`src/rtl/dmem_mmio_if.sv`:
```
// rtl/dmem_mmio_if.sv - core-side data bus, FIFO drain port and done flags for dmem_mmio
interface dmem_mmio_if;
    logic        we;
    logic [31:0] a;
    logic [31:0] wd;
    logic [3:0]  byteEnable;
    logic [31:0] rd;
    logic        out_valid;
    logic [31:0] out_data;
    logic        out_ready;
    logic        done;
    logic [7:0]  done_code;

    modport master (
        output we, a, wd, byteEnable, out_ready,
        input  rd, out_valid, out_data, done, done_code
    );

    modport slave (
        input  we, a, wd, byteEnable, out_ready,
        output rd, out_valid, out_data, done, done_code
    );
endinterface

```
`src/rtl/dmem_mmio.sv`:
```
// rtl/dmem_mmio.sv - byte-enabled data RAM with an MMIO window (test FIFO, status, cycle counter, done)
module dmem_mmio #(
    parameter int          DEPTH_WORDS = 64,
    parameter int          FIFO_DEPTH  = 4,
    parameter logic [15:0] MMIO_HI     = 16'hFFFF
) (
    input  logic       clk,
    input  logic       reset,
    dmem_mmio_if.slave bus
);
    localparam int AW = $clog2(DEPTH_WORDS);
    localparam int FW = $clog2(FIFO_DEPTH);
    localparam int CW = FW + 1;

    logic [31:0] mem [DEPTH_WORDS];
    logic [31:0] fifo_mem [FIFO_DEPTH];

    logic [FW-1:0] wr_ptr, rd_ptr;
    logic [CW-1:0] count;
    logic          overflow;
    logic [31:0]   cycle;
    logic          done_q;
    logic [7:0]    done_code_q;

    logic          mmio_sel;
    logic [7:0]    off;
    logic [AW-1:0] idx;
    logic          ram_we, tx_push, st_wr, cy_wr, dn_wr;
    logic          full, empty, pop, push_ok;
    logic [3:0]    cnt4;
    logic [31:0]   mmio_rd;

    // Page-offset bits above the register decode play no role in either region.
    wire unused_addr = &{1'b0, bus.a[15:8]};

    assign mmio_sel = (bus.a[31:16] == MMIO_HI);
    assign off      = bus.a[7:0];
    assign idx      = bus.a[AW+1:2];

    assign ram_we  = bus.we && !mmio_sel;
    assign tx_push = bus.we && mmio_sel && (off == 8'h00) && (bus.byteEnable == 4'hF);
    assign st_wr   = bus.we && mmio_sel && (off == 8'h04);
    assign cy_wr   = bus.we && mmio_sel && (off == 8'h08);
    assign dn_wr   = bus.we && mmio_sel && (off == 8'h0C);

    assign full    = (count == CW'(FIFO_DEPTH));
    assign empty   = (count == '0);
    assign pop     = !empty && bus.out_ready;
    // A pop frees the slot on the same edge, so a push into a full FIFO still lands.
    assign push_ok = tx_push && (!full || pop);

    always_ff @(posedge clk) begin
        if (ram_we) begin
            for (int i = 0; i < 4; i++) begin
                if (bus.byteEnable[i]) mem[idx][8*i +: 8] <= bus.wd[8*i +: 8];
            end
        end
    end

    always_ff @(posedge clk) begin
        if (push_ok) fifo_mem[wr_ptr] <= bus.wd;
    end

    always_ff @(posedge clk) begin
        if (reset) begin
            wr_ptr   <= '0;
            rd_ptr   <= '0;
            count    <= '0;
            overflow <= 1'b0;
        end else begin
            if (push_ok) wr_ptr <= wr_ptr + FW'(1);
            if (pop)     rd_ptr <= rd_ptr + FW'(1);
            case ({push_ok, pop})
                2'b10:   count <= count + CW'(1);
                2'b01:   count <= count - CW'(1);
                default: count <= count;
            endcase
            if (tx_push && full && !pop)    overflow <= 1'b1;
            else if (st_wr && bus.wd[2])    overflow <= 1'b0;
        end
    end

    always_ff @(posedge clk) begin
        if (reset) begin
            cycle       <= '0;
            done_q      <= 1'b0;
            done_code_q <= '0;
        end else begin
            cycle <= cy_wr ? bus.wd : cycle + 32'd1;
            if (dn_wr && !done_q) begin
                done_q      <= 1'b1;
                done_code_q <= bus.wd[7:0];
            end
        end
    end

    assign cnt4 = 4'(count);

    always_comb begin
        mmio_rd = '0;
        case (off)
            8'h04:   mmio_rd = {25'b0, cnt4, overflow, full, empty};
            8'h08:   mmio_rd = cycle;
            8'h0C:   mmio_rd = {23'b0, done_q, done_code_q};
            default: mmio_rd = '0;
        endcase
    end

    assign bus.rd        = mmio_sel ? mmio_rd : mem[idx];
    assign bus.out_valid = !empty;
    assign bus.out_data  = empty ? 32'h0 : fifo_mem[rd_ptr];
    assign bus.done      = done_q;
    assign bus.done_code = done_code_q;
endmodule

```
`src/flat_wrapper.sv`:
```
// flat-port wrapper written by rule: the top's interface ports become plain ports
module dmem_mmio_flat 
#(
    parameter int          DEPTH_WORDS = 64,
    parameter int          FIFO_DEPTH  = 4,
    parameter logic [15:0] MMIO_HI     = 16'hFFFF
)
  (clk, reset, bus_we, bus_a, bus_wd, bus_byteEnable, bus_out_ready, bus_rd, bus_out_valid, bus_out_data, bus_done, bus_done_code);
  dmem_mmio_if bus_i ();
  input  logic clk;
  input  logic reset;
  input wire logic [$bits(bus_i.we)-1:0] bus_we;
  input wire logic [$bits(bus_i.a)-1:0] bus_a;
  input wire logic [$bits(bus_i.wd)-1:0] bus_wd;
  input wire logic [$bits(bus_i.byteEnable)-1:0] bus_byteEnable;
  input wire logic [$bits(bus_i.out_ready)-1:0] bus_out_ready;
  output wire logic [$bits(bus_i.rd)-1:0] bus_rd;
  output wire logic [$bits(bus_i.out_valid)-1:0] bus_out_valid;
  output wire logic [$bits(bus_i.out_data)-1:0] bus_out_data;
  output wire logic [$bits(bus_i.done)-1:0] bus_done;
  output wire logic [$bits(bus_i.done_code)-1:0] bus_done_code;
  assign bus_i.we = bus_we;
  assign bus_i.a = bus_a;
  assign bus_i.wd = bus_wd;
  assign bus_i.byteEnable = bus_byteEnable;
  assign bus_i.out_ready = bus_out_ready;
  assign bus_rd = bus_i.rd;
  assign bus_out_valid = bus_i.out_valid;
  assign bus_out_data = bus_i.out_data;
  assign bus_done = bus_i.done;
  assign bus_done_code = bus_i.done_code;
  dmem_mmio #(.DEPTH_WORDS(DEPTH_WORDS), .FIFO_DEPTH(FIFO_DEPTH), .MMIO_HI(MMIO_HI)) u_core (.clk(clk), .reset(reset), .bus(bus_i));
endmodule
```
`config.mk`:
```
export PLATFORM = sky130hd
export DESIGN_NAME = dmem_mmio_flat
export DESIGN_NICKNAME = d
export VERILOG_FILES = /design/src/rtl/dmem_mmio_if.sv /design/src/rtl/dmem_mmio.sv /design/src/flat_wrapper.sv
export SDC_FILE = /design/constraint.sdc
export NUM_CORES = 2
export LEC_CHECK = 0
export BUFFER_PORTS_ARGS = -buffer_cell sky130_fd_sc_hd__buf_2
export CELL_PAD_IN_SITES_DETAIL_PLACEMENT = 1
export CELL_PAD_IN_SITES_GLOBAL_PLACEMENT = 2
export CORE_MARGIN = 1
export CORE_UTILIZATION = 45
export DETAILED_ROUTE_END_ITERATION = 8
export PLACE_DENSITY = 0.84
export SYNTH_ARGS = -nofsm -noshare
export SYNTH_HDL_FRONTEND = slang
export SYNTH_SLANG_ARGS = --single-unit
```
`constraint.sdc`:
```
create_clock -name clk -period 3.4 [get_ports clk]
set_input_delay 0.17 -clock clk [delete_from_list [all_inputs] [get_ports clk]]
set_output_delay 0.17 -clock clk [all_outputs]
set_load 0.005 [all_outputs]
```
Yosys cells after proc, flatten, opt, wreduce, memory -nomap -nowiden --
Memories as Yosys holds them, arrays and structs flattened. A register that Yosys moved wholly into a read port is not among the register bits. Cells that the tools add are included.
Word-level totals: register bits 49, latch bits 0, RAM bits 2176, memory bits (read-only) 0, bits of input ports 72, output and inout bits 74, word-level logic and storage cells 68, memories kept 2
Memory list:
- u_core.mem | depth 64, width 32, rd ports 1, clocked after memory_dff 0, wr ports 1, RTL line dmem_mmio.sv:15 | logic [31:0] mem [DEPTH_WORDS];
- u_core.fifo_mem | depth 4, width 32, rd ports 1, clocked after memory_dff 1, wr ports 1, RTL line dmem_mmio.sv:16 | logic [31:0] fifo_mem [FIFO_DEPTH];
Cells by class: add/subtract/negate cells 5, multiply operators 0, divide/modulo/power cells 0, magnitude comparators 0, equal/unequal tests 8, shift-type cells 0, mux-type cells 23, bitwise logic cells 0, reduce and logical (&&, ||, !) cells 23
Operator list (number):
- 32-bit 2-to-1 mux | 3
- 32-bit one-hot mux with 3 select lines | 1
- 32-bit by 1-bit adder with 32-bit output (second input constant) | 1
- 16-bit equality test (second input constant) | 1
- 8-bit by 4-bit equality test with 1-bit output (second input constant) | 2
- 1-bit 2-to-1 mux | 16
- 1-bit logical AND | 13
- 8-bit by 3-bit equality test with 1-bit output (second input constant) | 1
- 8-bit zero test | 1
- 3-bit one-hot mux with 2 select lines | 1
- 1-bit zero test | 5
- 2-bit by 1-bit adder with 2-bit output (second input constant) | 2
- 4-bit equality test (second input constant) | 1
- 2-bit 2-to-1 mux | 2
- 2-bit nonzero test | 2
- 3-bit by 1-bit adder with 3-bit output (second input constant) | 1
- 3-bit equality test (second input constant) | 1
- 3-bit zero test | 1
- 3-bit by 1-bit subtractor with 3-bit output (second input constant) | 1
- 2-bit by 1-bit equality test with 1-bit output (second input constant) | 1
- 2-bit equality test (second input constant) | 1
- 1-bit logical OR | 1

Longest topological paths before layout --
depth in word-level cells 7, mapped depth 12, mapped depth without buffers 9

Worst setup path after synthesis --
Ideal clock, no wire load.
path kind input port to flip-flop, from input bus_a[19], to memory u_core.fifo_mem[0][0], enable pin, setup time 0.392 ns, data arrival time 2.116 ns, required time 3.008 ns, setup slack 0.892 ns, stages 5, buffers on the path 0, cell sequence nand4_1 nor4_4 nand2_1 nor3_2 and2_1
Between the ends: cells in the longest elaborated chain, start to end 7
Ends and longest elaborated chain:
- start, declared | RTL line flat_wrapper.sv:13 | input wire logic [$bits(bus_i.a)-1:0] bus_a;
- 16-bit equality test | RTL line dmem_mmio.sv:36 | assign mmio_sel = (bus.a[31:16] == MMIO_HI);
- 1-bit logical AND (3 in series) | RTL line dmem_mmio.sv:41 | assign tx_push = bus.we && mmio_sel && (off == 8'h00) && (bus.byteEnable == 4'hF);
- 1-bit logical AND | RTL line dmem_mmio.sv:50 | assign push_ok = tx_push && (!full || pop);
- 1-bit 2-to-1 mux | RTL line dmem_mmio.sv:61 | if (push_ok) fifo_mem[wr_ptr] <= bus.wd;
- 1-bit 2-to-1 mux (implied by the code) | RTL line dmem_mmio.sv:61
- end, declared | RTL line dmem_mmio.sv:16
No other way between the ends.

Final worst setup path --
from register u_core.cycle[10], to register u_core.cycle[31]
Between the ends: cells in the longest elaborated chain, start to end 2
Ends and longest elaborated chain:
- start, declared | RTL line dmem_mmio.sv:21 | logic [31:0] cycle;
- start signal, assigned | RTL line dmem_mmio.sv:89 | cycle <= cy_wr ? bus.wd : cycle + 32'd1;
- 32-bit by 1-bit adder with 32-bit output | RTL line dmem_mmio.sv:89
- 32-bit 2-to-1 mux | RTL line dmem_mmio.sv:89
No other way between the ends. A chain may end at the register's enable or synchronous reset.

==> load_flow_metrics.sql <==
INSERT INTO impl_metrics (metric_group, metric, value, unit) VALUES
('pwr', 'vdd_ir_drop_max', '0.487', 'mV'),
('place', 'post_dp_cell_area', '0.0941', 'mm2'),
('yosys', 'synth-compound-area-share', '0.0316', ''),
('setup_path', 'crit_end_category', 'register', ''),
('clock_tree', 'cts_max_path_buffers', '3', ''),
('die', 'fp.dieArea', '0.197', 'mm2'),
('yosys', 'synthesis.area_per_instance', '19.8', 'um2'),
('yosys', 'synth_edf_count', '2176', ''),
('clock_tree', 'tritoncts', 'done', ''),
('die', 'fp.dieH', '443', 'um'),
('sta', 'finalMaxSlewViolations', '0', ''),
('place', 'placement.io_buffers', '137', ''),
('place', 'placed_cells_incl_taps', '7283', ''),
('sta', 'hold_violations', '0', ''),
('finish', 'num-nets-final', '5087', ''),
('pwr', 'proportion_of_total_power_due_to_net_switching', '0.226', ''),
('sta', 'report.final.setup_viol', '1', ''),
('yosys', 'sequential_cell_area_fraction_in_the_yosys_report', '0.757', ''),
('job', 'drv.max_cap_violation_count', '0', ''),
('setup_path', 'timing.critical_path.required', '4.20', 'ns'),
('clock_tree', 'worst_skew_late_latency', '0.90', 'ns'),
('clock_tree', 'cts.htree.levels', '4', ''),
('sta', 'timing.max_slew.rel_slack', '0.0496', ''),
('sta', 'setup_slack', '-0.0222', 'ns'),
('yosys', 'most_common_flop_cell_mapped_by_yosys', 'sky130_fd_sc_hd__edfxtp_1', ''),
('clock_tree', 'cts.reportedPaths.clkPinSlew', '0.06', 'ns'),
('die', 'die_w', '443', 'um'),
('yosys', 'synthXorXnorAreaFrac', '0.00340', ''),
('yosys', 'synth.lib_cells_used.distinct', '76', ''),
('status', 'run_status', 'finished, violations left', ''),
('setup_path', 'critPathKind', 'reg2reg', ''),
('yosys', 'synth_top_cell_by_area', 'sky130_fd_sc_hd__edfxtp_1', ''),
('sta', 'fmax', '292', 'MHz'),
('routing', 'remaining_routing_drc_violations', '0', ''),
('grt', 'antenna_found_initial', '26', ''),
('routing', 'firstDrtPassIters', '6', ''),
('pwr', 'p_leak', '32.8', 'nW'),
('grt', 'grt_pass1_wl', '398', 'mm'),
('finish', 'stdcell_area', '0.101', 'mm2'),
('setup_path', 'timing.critical_path.fanout_max', '9', ''),
('pwr', 'p_sw', '13.0', 'mW'),
('yosys', 'synth_warnings', '0', ''),
('routing', 'average_detailed_routed_wire_length_per_instance', '37.4', 'um'),
('pwr', 'p_int', '44.4', 'mW'),
('place', 'dp_hpwl', '190', 'mm'),
('clock_tree', 'cts_made_buffers', '217', ''),
('die', 'placeable_core_area', '0.193', 'mm2'),
('finish', 'drive_above_1_share', '0.285', ''),
('yosys', 'ys_async_sr_fraction', '0', ''),
('yosys', 'post_synth_main_area_contributors', 'sky130_fd_sc_hd__edfxtp_1, sky130_fd_sc_hd__mux4_2, sky130_fd_sc_hd__nor2_1', ''),
('sta', 'final_worst_hold_slack', '0.0273', 'ns'),
('die', 'floorplan.initialDensity', '0.454', ''),
('yosys', 'netlist.area_leader.share', '0.745', ''),
('finish', 'synthToLayoutAreaGrowth', '15.8', '%'),
('routing', 'num_vias', '50258', ''),
('routing', 'drtIter0Drc', '7943', ''),
('place', 'finalWeightedCongestion', '0.949', ''),
('sta', 'min_period', '3.42', 'ns'),
('pwr', 'power_frac_seq', '0.527', ''),
('pwr', 'power.share.clock', '0.416', ''),
('setup_path', 'startpoint_type', 'register', ''),
('clock_tree', 'clock_sink_count', '2227', ''),
('routing', 'route.final.wire_length', '289', 'mm'),
('finish', 'fin_cells', '7732', ''),
('grt', 'grt_util_all_layers', '0.291', ''),
('status', 'failing_checks', 'setup timing', ''),
('grt', 'first_global_vias', '50324', ''),
('worst_hold_path', 'hp-class', 'in2reg', ''),
('pwr', 'power_frac_comb', '0.057', ''),
('finish', 'fill_cells', '17329', ''),
('setup_path', 'crit_arrival', '4.23', 'ns');
-- state kept, by name, summed over array words and instances, names as in the netlist, named ones only --
| register | count |
|---|---|
| u_core.bus.done | 1 |
| u_core.rd_ptr | 2 |
| u_core.fifo_mem | 128 |
| u_core.mem | 2048 |
| u_core.overflow | 1 |
| u_core.count | 3 |
| u_core.wr_ptr | 2 |
| u_core.cycle | 32 |
| u_core.bus.done_code | 8 |
-- cells by family (layout without fill, tap and decap cells) --
family | after synthesis | in the layout
other cells | 0 | 13
mux | 663 | 663
fa+ha+maj | 6 | 6
compound gates | 407 | 407
xor+xnor | 34 | 34
buf+inv | 275 | 1047
flops | 2227 | 2227
simple gates | 809 | 809
-- synthesized netlist by cell type (5+ instances only) --
master	number
sky130_fd_sc_hd__a22o_1	8
sky130_fd_sc_hd__xor2_1	15
sky130_fd_sc_hd__mux2i_1	128
sky130_fd_sc_hd__nand3_1	54
sky130_fd_sc_hd__a22oi_1	48
sky130_fd_sc_hd__mux4_1	10
sky130_fd_sc_hd__a21oi_1	97
sky130_fd_sc_hd__o211ai_1	20
sky130_fd_sc_hd__edfxtp_1	2176
sky130_fd_sc_hd__o21ai_0	36
sky130_fd_sc_hd__a211oi_1	49
sky130_fd_sc_hd__o32ai_1	8
sky130_fd_sc_hd__nor2b_1	13
sky130_fd_sc_hd__inv_1	11
sky130_fd_sc_hd__o22ai_1	27
sky130_fd_sc_hd__xnor2_1	19
sky130_fd_sc_hd__nand2b_1	7
sky130_fd_sc_hd__nand2_1	232
sky130_fd_sc_hd__a31oi_1	37
sky130_fd_sc_hd__mux4_2	493
sky130_fd_sc_hd__buf_2	62
sky130_fd_sc_hd__clkbuf_1	106
sky130_fd_sc_hd__buf_4	36
sky130_fd_sc_hd__ha_1	5
sky130_fd_sc_hd__nor2_1	372
sky130_fd_sc_hd__nor3_1	34
sky130_fd_sc_hd__o221ai_1	16
sky130_fd_sc_hd__mux2_2	32
sky130_fd_sc_hd__dfxtp_1	51
sky130_fd_sc_hd__buf_12	6
sky130_fd_sc_hd__and2_1	39
sky130_fd_sc_hd__buf_1	17
sky130_fd_sc_hd__and3_1	10
sky130_fd_sc_hd__nand4_1	16
sky130_fd_sc_hd__buf_6	31
sky130_fd_sc_hd__a221oi_1	13
sky130_fd_sc_hd__a32oi_1	7
-- per-stage QoR --
stage,total power [mW],setup TNS (ns),worst slack (ns)
floorplan,32.3,0,0.892
global placement,33.9,-0.551,-0.205
detailed placement,34.0,-0.314,-0.233
CTS,57.4,0,0.00646
global route,58.4,-0.0143,-0.0143
finish,57.4,-0.0222,-0.0222
-- final timing paths --
| check | to | slack, ns | depth (start not counted) | start |
|---|---|---|---|---|
| setup reg to reg | u_core.cycle[31] | -0.02 | 6 | u_core.cycle[10] |
| hold / removal | u_core.mem[62][27] | 0.03 | 1 | bus_wd[27] |
| setup / recovery | u_core.cycle[31] | -0.02 | 6 | u_core.cycle[10] |
| hold reg to reg | u_core.rd_ptr[1] | 0.54 | 2 | u_core.rd_ptr[1] |
-- metal layers --
metal  share of wire  vias up  track usage
met4           0.052       26        0.134
met5         0.00063        -            0
met1            0.37    26601        0.386
met3            0.12      710       0.0762
met2            0.47     3670        0.452
li1                -    19251            -
-- placed cells by master, fill, tap and decap left out, drive strengths merged, types with 6 or more instances in the layout --
cell         count
nand4           17
clkbuf         265
mux4           503
bufinv          15
dfxtp           51
a22o             8
a211oi          49
inv             19
nor3            38
dlygate4sd3     33
o22ai           27
a22oi           48
mux2i          128
a221oi          14
xnor2           19
mux2            32
o211ai          20
nor2           372
a21oi           97
a31oi           37
nand3           55
o21ai           37
buf            598
and3            10
nor2b           13
edfxtp        2176
and2            39
clkinvlp         6
a32oi            7
clkinv         111
diode           13
o32ai            8
o221ai          16
nand2          232
xor2            15
nand2b           7
-- area by class of cell --
cell class | instances | share of cell area
diodes | 13 | 0.000321
clock inverters | 138 | 0.0132
multi-input cells | 1919 | 0.195
inverters | 13 | 0.000505
flip-flops and latches | 2227 | 0.654
well taps | 2526 | 0.0311
repair buffers | 631 | 0.0500
clock buffers | 265 | 0.0558
-- critical path: stages, from the launching register on --
cell,delay [ns]
sky130_fd_sc_hd__dfxtp_1,0.72
sky130_fd_sc_hd__nand3_1,0.23
sky130_fd_sc_hd__nor2_1,0.59
sky130_fd_sc_hd__nand3_1,0.77
sky130_fd_sc_hd__nor4_1,0.61
sky130_fd_sc_hd__xnor2_1,0.16
sky130_fd_sc_hd__a211oi_1,0.26
-- power by group through the flow --
stage	clock network [mW]	registers (mW)	logic, mW
global placement	0	30.8	3.04
finish	23.9	30.2	3.24
detailed placement	0	30.8	3.14
floorplan	0	30.8	1.47
global route	24.9	30.2	3.32
CTS	24.0	30.2	3.20
-- what timing repair did --
action	CTS	global route
setup endpoints to repair	7	4
buffers inserted	0	0
pin swaps	5	2
endpoints found under the hold margin	535	0
gates resized for setup	8	3
hold buffers	33	0
No activity file was read; power rests on OpenSTA's default activity.
